`src/rtl/ram_arb_pkg.sv`:
```
// Shared constants for the fetch/data RAM arbiter: FSM states, grant encoding, strobe values.
// Also holds the partial-store test used by both the arbiter and the LSU.
package ram_arb_pkg;

  localparam logic [0:0] IDLE   = 1'b0;
  localparam logic [0:0] RMW_WR = 1'b1;

  localparam logic GNT_IF = 1'b0;
  localparam logic GNT_D  = 1'b1;

  localparam logic [3:0] WSTRB_FULL = 4'hF;

  function automatic logic is_partial(input logic [3:0] wstrb);
    return (wstrb != 4'h0) && (wstrb != WSTRB_FULL);
  endfunction

endpackage

```
`src/rtl/ram_byte_merge.sv`:
```
// Combinational 4-lane byte merge: lane i takes new_i when wstrb_i[i] is set, else old_i.
// Zero latency, no handshake.
module ram_byte_merge (
  input  logic [31:0] old_i,
  input  logic [31:0] new_i,
  input  logic [3:0]  wstrb_i,
  output logic [31:0] merged_o
);

  always_comb begin
    merged_o = old_i;
    for (int i = 0; i < 4; i++) begin
      if (wstrb_i[i]) merged_o[i*8 +: 8] = new_i[i*8 +: 8];
    end
  end

endmodule

```
`src/rtl/ram_arbiter.sv`:
```
// Shares one single-port RAM between fetch and data ports; responses 1 cycle after accept (2 for partial stores).
// Backpressure via per-port ready in IDLE only; responses cannot be stalled.
module ram_arbiter
  import ram_arb_pkg::*;
#(
  parameter int RR_ENABLE = 1
) (
  input  logic        clk,
  input  logic        rst_n,
  input  logic        if_req_valid,
  output logic        if_req_ready,
  input  logic [31:0] if_req_addr,
  output logic        if_rsp_valid,
  output logic [31:0] if_rsp_data,
  input  logic        d_req_valid,
  output logic        d_req_ready,
  input  logic [31:0] d_req_addr,
  input  logic        d_req_we,
  input  logic [3:0]  d_req_wstrb,
  input  logic [31:0] d_req_wdata,
  output logic        d_rsp_valid,
  output logic [31:0] d_rsp_data,
  output logic [31:0] ram_addr,
  output logic        ram_en,
  output logic        ram_we,
  output logic [31:0] ram_din,
  input  logic [31:0] ram_dout
);

  logic [0:0]  state_q, state_d;
  logic        last_grant_q, last_grant_d;
  logic [31:0] addr_q, addr_d;
  logic [31:0] wdata_q, wdata_d;
  logic [3:0]  wstrb_q, wstrb_d;
  logic        if_rsp_vld_q, if_rsp_vld_d;
  logic        d_rsp_vld_q, d_rsp_vld_d;
  logic        gnt_if, gnt_d;
  logic        en_c, we_c;
  logic [31:0] merged;

  ram_byte_merge u_merge (
    .old_i   (ram_dout),
    .new_i   (wdata_q),
    .wstrb_i (wstrb_q),
    .merged_o(merged)
  );

  always_comb begin
    state_d      = state_q;
    last_grant_d = last_grant_q;
    addr_d       = addr_q;
    wdata_d      = wdata_q;
    wstrb_d      = wstrb_q;
    if_rsp_vld_d = 1'b0;
    d_rsp_vld_d  = 1'b0;
    gnt_if       = 1'b0;
    gnt_d        = 1'b0;
    en_c         = 1'b0;
    we_c         = 1'b0;
    ram_addr     = d_req_addr;
    ram_din      = d_req_wdata;

    if (state_q == IDLE) begin
      // On conflict, data wins unless round-robin says it went last.
      gnt_d  = d_req_valid && (!if_req_valid || (RR_ENABLE == 0) || (last_grant_q == GNT_IF));
      gnt_if = if_req_valid && !gnt_d;

      if (gnt_if) begin
        en_c         = 1'b1;
        ram_addr     = if_req_addr;
        if_rsp_vld_d = 1'b1;
        last_grant_d = GNT_IF;
      end else if (gnt_d) begin
        last_grant_d = GNT_D;
        if (!d_req_we) begin
          en_c        = 1'b1;
          d_rsp_vld_d = 1'b1;
        end else if (d_req_wstrb == WSTRB_FULL) begin
          en_c        = 1'b1;
          we_c        = 1'b1;
          d_rsp_vld_d = 1'b1;
        end else if (!is_partial(d_req_wstrb)) begin
          d_rsp_vld_d = 1'b1;
        end else begin
          en_c    = 1'b1;
          addr_d  = d_req_addr;
          wdata_d = d_req_wdata;
          wstrb_d = d_req_wstrb;
          state_d = RMW_WR;
        end
      end
    end else begin
      // Old word arrives from the read issued last cycle; write back the merge.
      en_c        = 1'b1;
      we_c        = 1'b1;
      ram_addr    = addr_q;
      ram_din     = merged;
      d_rsp_vld_d = 1'b1;
      state_d     = IDLE;
    end
  end

  assign if_req_ready = rst_n && gnt_if;
  assign d_req_ready  = rst_n && gnt_d;
  assign ram_en       = rst_n && en_c;
  assign ram_we       = rst_n && we_c;
  assign if_rsp_valid = if_rsp_vld_q;
  assign d_rsp_valid  = d_rsp_vld_q;
  assign if_rsp_data  = ram_dout;
  assign d_rsp_data   = ram_dout;

  always_ff @(posedge clk) begin
    if (!rst_n) begin
      state_q      <= IDLE;
      last_grant_q <= GNT_IF;
      if_rsp_vld_q <= 1'b0;
      d_rsp_vld_q  <= 1'b0;
    end else begin
      state_q      <= state_d;
      last_grant_q <= last_grant_d;
      if_rsp_vld_q <= if_rsp_vld_d;
      d_rsp_vld_q  <= d_rsp_vld_d;
      addr_q       <= addr_d;
      wdata_q      <= wdata_d;
      wstrb_q      <= wstrb_d;
    end
  end

endmodule

```
`config.mk`:
```
export PLATFORM = sky130hd
export DESIGN_NAME = ram_arbiter
export DESIGN_NICKNAME = d
export VERILOG_FILES = /design/src/rtl/ram_arb_pkg.sv /design/src/rtl/ram_byte_merge.sv /design/src/rtl/ram_arbiter.sv
export SDC_FILE = /design/constraint.sdc
export NUM_CORES = 1
export LEC_CHECK = 0
export BUFFER_PORTS_ARGS = -buffer_cell sky130_fd_sc_hd__buf_4
export CORE_MARGIN = 3
export CORE_UTILIZATION = 40
export DETAILED_ROUTE_END_ITERATION = 8
export PLACE_DENSITY = 0.86
export SKIP_CTS_REPAIR_TIMING = 1
export SYNTH_ARGS = -nofsm -noshare
export SYNTH_HDL_FRONTEND = slang
export SYNTH_SLANG_ARGS = --single-unit
```
`constraint.sdc`:
```
create_clock -name clk -period 3.96 [get_ports clk]
set_input_delay 0.198 -clock clk [delete_from_list [all_inputs] [get_ports clk]]
set_output_delay 0.198 -clock clk [all_outputs]
set_load 0.005 [all_outputs]
```
==> impl_metrics.ini <==
[floorplanning]
rows = 36
core_area_sq_um = 10000
initial_utilization = 0.423
dieArea_sq_um = 11900
num_io_pins = 271
die_x_um = 109
dieHeight_um = 109

[sta]
rsz0062_at_grt = no
setup_viol = 0
worst_slew_pin_slew_ps = 987
slew_viol_final = 0
timing_hold_violations_final = 0
finalWorstPathRequiredPeriod_ps = 2270
fmax_mhz = 440
slew_headroom = 0.340
finalWorstSetupSlack_ps = 1690
timing.setup.tns_ps = 0
clock_skew_ps = 13.8
min_period_over_period = 0.573

[yosys]
syn-cell-area_sq_um = 4240
async_flop_share = 0
synthTopCellsByCount = buf_4, edfxtp_1, nor2_1
synth_top_area_frac = 0.481
synth_cells = 414
synth_cell_types = 25
synth.avg_cell_area_sq_um = 10.3
ys_warn_count = 0
ys_seq_area_frac = 0.500
synth_nets = 551
synthFlopType = edfxtp_1
yosysTopAreaCell = edfxtp_1
ys_seq_elements = 72
synth_enable_flop_cells = 68
synthTopCellsByArea = edfxtp_1, buf_4, mux2i_1

[global_routing]
grt_pass1_vias = 3532
grt_max_degree = 70
antenna_found_initial = 0
grtUsageTotal = 0.184
grt_pass1_wl_um = 17100
grt_overflow_total = 0

[routing]
dr_total_vias = 3734
top_layer_used = met4
first_iter_violations = 267
met1_length_um = 4340
drcViolationCount = 0
routed_via_density = 5.05
avgRoutedWirePerCell_um = 16.0
drt-total-wl_um = 11800
ant_nets = 0
met3WireLength_um = 1130
first_pass_iters = 5
wl_met2_um = 6230

[pwr]
power_density_nw_per_um2 = 325
clkPwrFrac = 0.328
p_sw_frac = 0.239
seqPwrFrac = 0.443
internal_power_mw = 1.49
max-vdd-ir-drop_mv = 0.154
pwr-share-comb = 0.229
power_leakage_nw = 2.64
p_sw_uw = 469
p_total_mw = 1.96

[cts]
cts.path.max_buffers = 2
insertion_delay_ps = 340
htree_levels = 3
cts_root_buffer = clkbuf_8
path_clk_slew_ps = 80
cts.sinks = 72
cts_buffers = 9
cts_tree = done

[worst_setup_path]
start_kind = flop
critPathTopFamily = simple AND/OR/NAND/NOR gates
cp-end-kind = primary output
cp_num_buf_inv = 1
cp_slowest_cell = nor2b_4
crit_chain = nor2b_4, o21ai_0, a31oi_1, buf_4
worstPathRequired_ps = 3760
crit_fanout = 66
cp.arrival_ps = 2070
max_stage_delay_ps = 780
worstSetupPathType = flop to primary output

[place]
hpwl_um = 9150
dp_slack_ps = 1840
place.gp.congestion = 0.782
io_buffer_count = 270
post-place-cells = 724

[status]
outcome = finished, final reports clean

[final_layout]
num_antenna_cells = 0
layout-drive-gt1-share = 0.486
fin_cells = 740
ff_latch_area_sq_um = 2120
n_fill_cell = 820
nNetsFinal = 739
area.growth.synth_to_final_pct = 42.1
multiInputGateArea_sq_um = 1450

[flow_run]
cap_viol_max_count = 0

[worst_hold_path]
hold_class = primary input to flop
## per-layer routing
layer | up-vias | GRT usage
met1 | 1700 | 0.214
met4 | 0 | 0.0604
met2 | 199 | 0.328
met3 | 10 | 0.0468
met5 | - | 0
li1 | 1825 | -
## state kept, by name (all words and copies together) (netlist names)
register and count:
addr_q 32, wdata_q 32, wstrb_q 4, d_rsp_valid 1
if_rsp_valid 1, last_grant_q 1, state_q 1
## cell usage in the layout, fill, tap and decap left out
master / n
buf_4: 274
edfxtp_1: 68
nor2_1: 65
a21oi_1: 34
a31oi_1: 33
nand3b_1: 32
mux2i_1: 32
o21ai_0: 24
clkbuf_8: 10
o21ai_1: 9
nor4_1: 3
dfxtp_1: 3
inv_2: 2
and3_1: 2
bufinv_16: 2
nor2b_4: 1
inv_1: 1
a21boi_2: 1
o31ai_1: 1
a41oi_1: 1
and4_1: 1
nand3_1: 1
and3_2: 1
a311oi_1: 1
clkbuf_1: 1
clkinvlp_4: 1
clkinv_4: 1
clkinv_2: 1
dfxtp_2: 1
## layout make-up
cell class / instances / area share
multi-input cells: 242 / 0.240
clock buffers: 11 / 0.0234
inverters: 3 / 0.00187
well taps: 133 / 0.0276
flip-flops and latches: 72 / 0.352
repair buffers: 274 / 0.341
clock inverters: 5 / 0.0135
## final timing paths
path | startpoint | end | slack [ps] | depth (start not counted)
max | last_grant_q | ram_addr[2] | 1690 | 4
min | d_req_addr[11] | addr_q[11] | 40 | 1
max reg2reg | last_grant_q | addr_q[4] | 1990 | 4
min reg2reg | last_grant_q | last_grant_q | 590 | 1
## cell families (layout without fill, tap and decap cells)
group,Yosys count,in the layout,synth area share
simple gates,106,106,0.129
compound gates,104,104,0.136
mux,32,32,0.0755
buf+inv,100,293,0.159
flops,72,72,0.500
## power by group through the flow
stage                     Combinational, mW  Clock (mW)  Sequential, mW
after global routing                  0.489       0.698           0.871
after floorplan                       0.209           0           0.882
final                                 0.449       0.643           0.869
after CTS                             0.453       0.671           0.870
after global placement                0.441           0           0.885
after detailed placement              0.452           0           0.887
## per-stage QoR
stage           util  hold slack (ps)  area, sq um
2_1_floorplan      -              297         4240
3_3_place_gp   0.578              383         5810
4_1_cts        0.600             11.4         6030
3_5_place_dp   0.578              384         5810
5_1_grt        0.600             5.24         6030
6_report       0.600             39.5         6030
Power figures use the tool's default switching activity.
